File: src/rtl/add_subtract_pipe.sv
// Pipelined add/subtract unit: the carry chain is cut into CHUNK-bit segments with
// one register stage each, valid/ready on both sides, optional unsigned saturation.
module add_subtract_pipe #(
  parameter int unsigned WIDTH = 8,
  parameter int unsigned CHUNK = 4
) (
  input  logic             clk_i,
  input  logic             rst_ni,
  input  logic             valid_i,
  output logic             ready_o,
  input  logic [WIDTH-1:0] a_i,
  input  logic [WIDTH-1:0] b_i,
  input  logic             sub_i,
  input  logic             sat_i,
  output logic             valid_o,
  input  logic             ready_i,
  output logic [WIDTH-1:0] result_o,
  output logic             cout_o,
  output logic             ovf_o
);

  localparam int unsigned STAGES = WIDTH / CHUNK;
  localparam int unsigned LAST   = STAGES - 1;

  // Per-stage state: operands and control skew along with the partially resolved result.
  logic             v_q   [STAGES];
  logic [WIDTH-1:0] a_q   [STAGES];
  logic [WIDTH-1:0] bx_q  [STAGES];
  logic [WIDTH-1:0] r_q   [STAGES];
  logic             c_q   [STAGES];
  logic             sub_q [STAGES];
  logic             sat_q [STAGES];
  logic             ovf_q;

  logic             in_v   [STAGES];
  logic [WIDTH-1:0] in_a   [STAGES];
  logic [WIDTH-1:0] in_bx  [STAGES];
  logic [WIDTH-1:0] in_r   [STAGES];
  logic             in_c   [STAGES];
  logic             in_sub [STAGES];
  logic             in_sat [STAGES];

  logic             adv    [STAGES];
  logic             load   [STAGES];
  logic [WIDTH-1:0] nxt_r  [STAGES];
  logic             nxt_c  [STAGES];
  logic             nxt_ovf;

  for (genvar k = 0; k < STAGES; k++) begin : g_src
    if (k == 0) begin : g_first
      assign in_v[k]   = valid_i;
      assign in_a[k]   = a_i;
      assign in_bx[k]  = b_i ^ {WIDTH{sub_i}};
      assign in_r[k]   = '0;
      assign in_c[k]   = sub_i;
      assign in_sub[k] = sub_i;
      assign in_sat[k] = sat_i;
    end else begin : g_next
      assign in_v[k]   = v_q[k-1];
      assign in_a[k]   = a_q[k-1];
      assign in_bx[k]  = bx_q[k-1];
      assign in_r[k]   = r_q[k-1];
      assign in_c[k]   = c_q[k-1];
      assign in_sub[k] = sub_q[k-1];
      assign in_sat[k] = sat_q[k-1];
    end
  end

  // A stage advances if it holds a beat and some later stage is empty, or the output drains.
  always_comb begin : ctrl
    logic full_above;
    full_above = 1'b1;
    for (int k = int'(LAST); k >= 0; k--) begin
      adv[k]     = v_q[k] && (!full_above || ready_i);
      load[k]    = !v_q[k] || adv[k];
      full_above = full_above && v_q[k];
    end
  end

  always_comb begin : datapath
    logic [CHUNK:0]   sum;
    logic [WIDTH-1:0] r;
    logic             cout;
    sum  = '0;
    r    = '0;
    for (int k = 0; k < STAGES; k++) begin
      sum = {1'b0, in_a[k][k*CHUNK +: CHUNK]} + {1'b0, in_bx[k][k*CHUNK +: CHUNK]}
          + {{CHUNK{1'b0}}, in_c[k]};
      r = in_r[k];
      r[k*CHUNK +: CHUNK] = sum[CHUNK-1:0];
      nxt_r[k] = r;
      nxt_c[k] = sum[CHUNK];
    end
    // Final stage: flags from the unsaturated result, then optional clamp.
    cout = sum[CHUNK] ^ in_sub[LAST];
    nxt_ovf = (in_a[LAST][WIDTH-1] == in_bx[LAST][WIDTH-1]) &&
              (r[WIDTH-1] != in_a[LAST][WIDTH-1]);
    nxt_c[LAST] = cout;
    if (in_sat[LAST] && cout) begin
      nxt_r[LAST] = in_sub[LAST] ? '0 : '1;
    end
  end

  always_ff @(posedge clk_i or negedge rst_ni) begin
    if (!rst_ni) begin
      for (int k = 0; k < STAGES; k++) begin
        v_q[k]   <= 1'b0;
        a_q[k]   <= '0;
        bx_q[k]  <= '0;
        r_q[k]   <= '0;
        c_q[k]   <= 1'b0;
        sub_q[k] <= 1'b0;
        sat_q[k] <= 1'b0;
      end
      ovf_q <= 1'b0;
    end else begin
      for (int k = 0; k < STAGES; k++) begin
        if (load[k]) begin
          v_q[k] <= in_v[k];
        end
        if (load[k] && in_v[k]) begin
          a_q[k]   <= in_a[k];
          bx_q[k]  <= in_bx[k];
          r_q[k]   <= nxt_r[k];
          c_q[k]   <= nxt_c[k];
          sub_q[k] <= in_sub[k];
          sat_q[k] <= in_sat[k];
        end
      end
      if (load[LAST] && in_v[LAST]) begin
        ovf_q <= nxt_ovf;
      end
    end
  end

  assign ready_o  = rst_ni && load[0];
  assign valid_o  = v_q[LAST];
  assign result_o = r_q[LAST];
  assign cout_o   = c_q[LAST];
  assign ovf_o    = ovf_q;

endmodule

File: config.mk
export PLATFORM = sky130hd
export DESIGN_NAME = add_subtract_pipe
export DESIGN_NICKNAME = d
export VERILOG_FILES = /design/src/rtl/add_subtract_pipe.sv
export SDC_FILE = /design/constraint.sdc
export NUM_CORES = 1
export LEC_CHECK = 0
export BUFFER_PORTS_ARGS = -buffer_cell sky130_fd_sc_hd__buf_2
export CAP_MARGIN = 20
export CORE_UTILIZATION = 47
export CTS_CLUSTER_DIAMETER = 150
export DETAILED_ROUTE_END_ITERATION = 10
export GPL_TIMING_DRIVEN = 0
export PLACE_DENSITY = 0.71
export SLEW_MARGIN = 25
export SYNTH_ARGS = -nofsm -noshare
export SYNTH_HDL_FRONTEND = slang
export SYNTH_SLANG_ARGS = --single-unit
File: constraint.sdc
create_clock -name clk_i -period 2.2 [get_ports clk_i]
set_input_delay 0.11 -clock clk_i [delete_from_list [all_inputs] [get_ports clk_i]]
set_output_delay 0.11 -clock clk_i [all_outputs]
set_load 0.02 [all_outputs]
==> metrics.cfg, run 1 <==
[synthesis]
syn_area_sq_um=1440
synth.yosys.seq_area_share_pct=46.9
synth_top_area_share_pct=46.9
synthCells=135
synth_fp_nets=166
synth_top_cell_by_area=dfrtp_1
avgSynthCellArea_sq_um=10.7
yosysWarnings=0
ys_ff_latch=27
yosys-top-cells-area=dfrtp_1, mux2_2, ha_1, nand2_1, xnor2_1
ys_types=26

[route]
vias_per_cell=5.19
vias=1085
drt-wirelength-per-cell_um=12.4
first_pass_iters=7
antenna_left=0
drc=2
drt_iter0_markers=12
totalWireLength_um=2580

[placement]
place_inst=198
dp_slack_ns=0.0846
gp_congestion=0.769
post-dp-hpwl_um=1980
port_buffers=32
place_area_sq_um=1640

[setup_path]
r2r_slack_ns=0.16
crit_path_frequent_cell=fa_1
critPathMaxStageDelay_ns=0.47
cp-end-kind=flop
crit_path_cell_trace=fa_1 -> fa_1 -> nand3_1 -> nand3_2 -> a21oi_1 -> o31ai_1
critPathRequiredTime_ns=2.43
path_class=reg2reg
critPathLaunchType=flop
cp_slowest_cell=fa_1
arrival_ns=2.27
cp_max_fo=8

[run]
cap_violations=0

[global_route]
grt_pass1_wl_um=4580
grt_max_degree=29
grt_overflow=0
grtUsageTotal_pct=18.1
antenna_found_initial=0
grt_pass1_vias=1082

[clock_network]
cts-root-buf=clkbuf_4
numCtsBuffers=3
cts.sinks=27
tritoncts=done
clk_path_buf_depth=2
path_clk_slew_ns=0.15
ctsHtreeMaxLevel=1
clock_latency_ns=0.34

[final_layout]
layout_commonest_cell=buf_2
n_fill_cell=241
final_nets=210
drive_gt1_share_pct=27.5
area_growth_pct=21.1
diodes=0
stdcell_area_sq_um=1750
final_cell_mix=buf_2, dfrtp_1, nand2_1, a21oi_1
stdcell_count=209

[timing]
relSlewSlack_pct=60.4
fin_crit_ns=2.04
fin_tns_setup_ns=0
worst_pin_slew_ns=0.594
final_hold_viol_count=0
fin_ws_ns=0.156
rsz0062_at_grt=no
worst_clock_skew_ns=0.00735
slew_violations=0
fmax_mhz=489
fin_crit_sh_pct=92.9
setup_viol=0
holdWs_ns=0.0316

[worst_hold_path]
hold_path.class=in2reg

[die]
die_w_um=57.4
initial_core_util_pct=51.0
dieArea_sq_um=3290
rows=19
io_pins=34
core_sq_um=2830
die_h_um=57.4

[run_status]
violations=DRC
outcome=complete, but fails checks

[pwr]
power_density_nw_per_um2=901
peakVddDrop_v=0.000349
leakagePower_nw=0.832

## registers in the layout (all words and copies together) (netlist names)
register    flops
in_sub          1
a_q             4
valid_o         1
in_sat          1
in_v            1
result_o        8
c_q             1
ovf_o           1
datapath.r      4
bx_q            4
cout_o          1
## layer usage
metal	wire, um	vias to the layer above	global-route usage (%)
met2	1280	22	31.6
met4	40	0	7.32
met1	1160	503	21.9
li1	-	555	-
met3	98	5	3.63
met5	0	-	0
## final timing paths
check	cells after the start	to	start
max in group asynchronous	2	datapath.r[1]$_DFFE_PN0P_	rst_ni
min in group asynchronous	2	ovf_o$_DFFE_PN0P_	rst_ni
hold reg to reg	2	result_o[4]$_DFFE_PN0P_	result_o[4]$_DFFE_PN0P_
setup reg to reg	6	result_o[3]$_DFFE_PN0P_	a_q[12]$_DFFE_PN0P_
hold / removal	3	bx_q[13]$_DFFE_PN0P_	b_i[5]
setup / recovery	6	result_o[3]$_DFFE_PN0P_	a_q[12]$_DFFE_PN0P_
## final cells by class
class                   instances  area [sq um]  area share, %
flip-flops and latches         27           676           38.7
repair buffers                 39           230           13.2
plain buffers                   5          27.5           1.58
inverters                       1          3.75          0.215
multi-input cells             102           739           42.4
clock buffers                   3          22.5           1.29
well taps                      31          38.8           2.22
clock inverters                 1          7.51          0.430
## critical path: cells and delay by family (launching register included)
kind                     cells  cell delay, ns
AO/OA/AOI/OAI                2            0.29
flip-flops                   1            0.43
adder cells (fa/ha/maj)      2            0.88
AND/OR/NAND/NOR              2            0.34
## synth_stat cells
| cell | count |
|---|---|
| a31oi_1 | 1 |
| and3_1 | 1 |
| fa_1 | 3 |
| xnor2_1 | 8 |
| or3_1 | 1 |
| nand3_1 | 2 |
| a21oi_1 | 10 |
| o21ai_0 | 9 |
| nand3b_1 | 1 |
| and2_1 | 1 |
| nand2_1 | 20 |
| a21boi_1 | 1 |
| a21o_1 | 3 |
| inv_1 | 1 |
| a31oi_4 | 1 |
| buf_2 | 1 |
| clkbuf_1 | 3 |
| ha_1 | 6 |
| nor2_1 | 8 |
| buf_6 | 1 |
| mux2_2 | 8 |
| nand2b_1 | 3 |
| o31ai_1 | 9 |
| mux2_4 | 1 |
| xor2_1 | 5 |
| dfrtp_1 | 27 |
## logic make-up after synthesis
group           after synthesis  synth area share [%]
simple gates                 37                  11.1
compound gates               34                  15.3
flops                        27                  46.9
xor+xnor                     13                  7.90
mux                           9                  7.29
fa+ha+maj                     9                  9.38
buf+inv                       6                  2.17
## metrics by stage
stage	util, %	power (mW)
floorplan	-	1.16
global placement	58.0	1.33
detailed placement	58.0	1.35
CTS	61.5	1.58
global route	61.7	1.69
finish	61.7	1.57
## repair_timing
action                                 CTS  global route
resized for setup                        0             1
hold buffers                             7             0
setup endpoints to repair                0             6
endpoints found under the hold margin   33             0
setup buffers                            0             0
## report_power, final
group,switching [mW],internal (mW)
sequential,0.0783,0.626
combinational,0.371,0.272
clock,0.154,0.0698
Note: power is estimated with default switching activity, not from simulation.
==> inputs of run 2 (changes only) <==
--- a/config.mk
+++ b/config.mk
@@ -7,6 +7,7 @@
 export LEC_CHECK = 0
 export BUFFER_PORTS_ARGS = -buffer_cell sky130_fd_sc_hd__buf_2
 export CAP_MARGIN = 20
+export CORE_ASPECT_RATIO = 0.7
 export CORE_UTILIZATION = 47
 export CTS_CLUSTER_DIAMETER = 150
 export DETAILED_ROUTE_END_ITERATION = 10
==> run 2 against run 1 <==
Critical endpoint is now result_o[7]$_DFFE_PN0P_; combinational power increased by 1%; clock-buffer cell count unchanged; highest routed layer unchanged; the flow now finishes without violations; via count increased by 3.2%; die area about the same.
==> metrics.cfg, run 2 (synthesis gave the netlist of run 1 again) <==
[run_status]
outcome=complete, no violations

[clock_network]
cts.sinks=27
tritoncts=done
clock_latency_ns=0.28
cts_setup_buffers=0
numCtsBuffers=3
path_clk_slew_ns=0.10
ctsHtreeMaxLevel=1
clk_path_buf_depth=2
cts-root-buf=clkbuf_8

[pwr]
leakagePower_nw=0.819
total_power_mw=1.65
power_density_nw_per_um2=965
peakVddDrop_v=0.000401

[global_route]
grt_pass1_wl_um=4800
grtUsageTotal_pct=19.4
antenna_found_initial=0
grt_max_degree=29
grt_pass1_vias=1094
grt_overflow=0

[setup_path]
cp_max_fo=8
path_class=reg2reg
arrival_ns=2.27
critPathRequiredTime_ns=2.36
critPathLaunchType=flop
cp-end-kind=flop

[timing]
fin_crit_ns=2.12
setup_viol=0
fin_tns_setup_ns=0
fin_ws_ns=0.0834
worst_pin_slew_ns=0.663
rsz0062_at_grt=yes
worst_clock_skew_ns=0.00754
fmax_mhz=472
fin_crit_sh_pct=96.2
slew_violations=0
holdWs_ns=0.0392
final_hold_viol_count=0
relSlewSlack_pct=55.7

[final_layout]
regArea_sq_um=676
largest_register_ffs=8
final_util_pct=59.7
area_growth_pct=18.5
stdcell_area_sq_um=1710
diodes=0
n_fill_cell=249
final_cell_mix=buf_2, dfrtp_1, nand2_1, a21oi_1
layout_commonest_cell=buf_2
multiInputGateArea_sq_um=739
final_nets=204
drive_gt1_share_pct=28.5
stdcell_count=208

[route]
drt_iter0_markers=104
totalWireLength_um=2840
first_pass_iters=6
drc=0
vias_per_cell=5.38
drt-wirelength-per-cell_um=13.6
antenna_left=0
vias=1120

[placement]
place_inst=203
post-dp-hpwl_um=2200
port_buffers=32
gp_congestion=0.796
dp_slack_ns=0.0253
place_area_sq_um=1650

[run]
cap_violations=0

[die]
die_h_um=48.3
dieArea_sq_um=3300
io_pins=34
die_w_um=68.2
core_sq_um=2860
initial_core_util_pct=50.3
rows=16

[worst_hold_path]
hold_path.class=in2reg

==> run 2: changes by cell type in the layout (fill, tap and decap cells not counted), sizes merged <==
cell and change:
clkinvlp -1, clkinv +1, dlygate4sd3 -6
==> run 2: final cells by class <==
type	count	area share (%)
inverter	1	0.220
sequential	27	39.6
tap	36	2.64
clock inverter	1	0.293
multi-input combinational	102	43.3
buffer	5	1.61
timing repair buffer	33	9.96
clock buffer	3	2.42
==> run 2: power breakdown <==
part	switching [mW]	internal (mW)
clock	0.157	0.127
sequential	0.0849	0.627
combinational	0.386	0.266
==> run 2: worst max-delay path, cell delays in order (launching register included) <==
cell and delay (ns):
dfrtp_1 0.41, fa_1 0.47, fa_1 0.42, nand3_1 0.17, a21boi_1 0.23, a21oi_1 0.22
o31ai_1 0.08
==> run 2: path summary, 6_finish.rpt <==
kind	to	slack (ns)	cells after the start	startpoint
setup / recovery	result_o[7]$_DFFE_PN0P_	0.08	6	a_q[12]$_DFFE_PN0P_
hold / removal	in_v[0]$_DFFE_PN0N_	0.04	2	valid_i
setup reg to reg	result_o[7]$_DFFE_PN0P_	0.08	6	a_q[12]$_DFFE_PN0P_
hold reg to reg	result_o[1]$_DFFE_PN0P_	0.49	2	result_o[1]$_DFFE_PN0P_
max in group asynchronous	datapath.r[0]$_DFFE_PN0P_	1.43	2	rst_ni
min in group asynchronous	valid_o$_DFFE_PN0N_	0.36	2	rst_ni
==> run 2: repair_timing <==
action	CTS	global route
hold endpoints to repair	27	0
resized for setup	0	1
setup endpoints to repair	0	8
hold buffers	1	0
==> run 2: layer usage <==
| metal | wire (um) | vias up | track usage (%) | share of wire [%] |
|---|---|---|---|---|
| met5 | 0 | - | 0 | 0 |
| met4 | 18 | 0 | 3.13 | 0.63 |
| li1 | - | 539 | - | - |
| met2 | 1370 | 37 | 31.0 | 48 |
| met1 | 1250 | 540 | 25.7 | 44 |
| met3 | 195 | 4 | 6.84 | 6.9 |
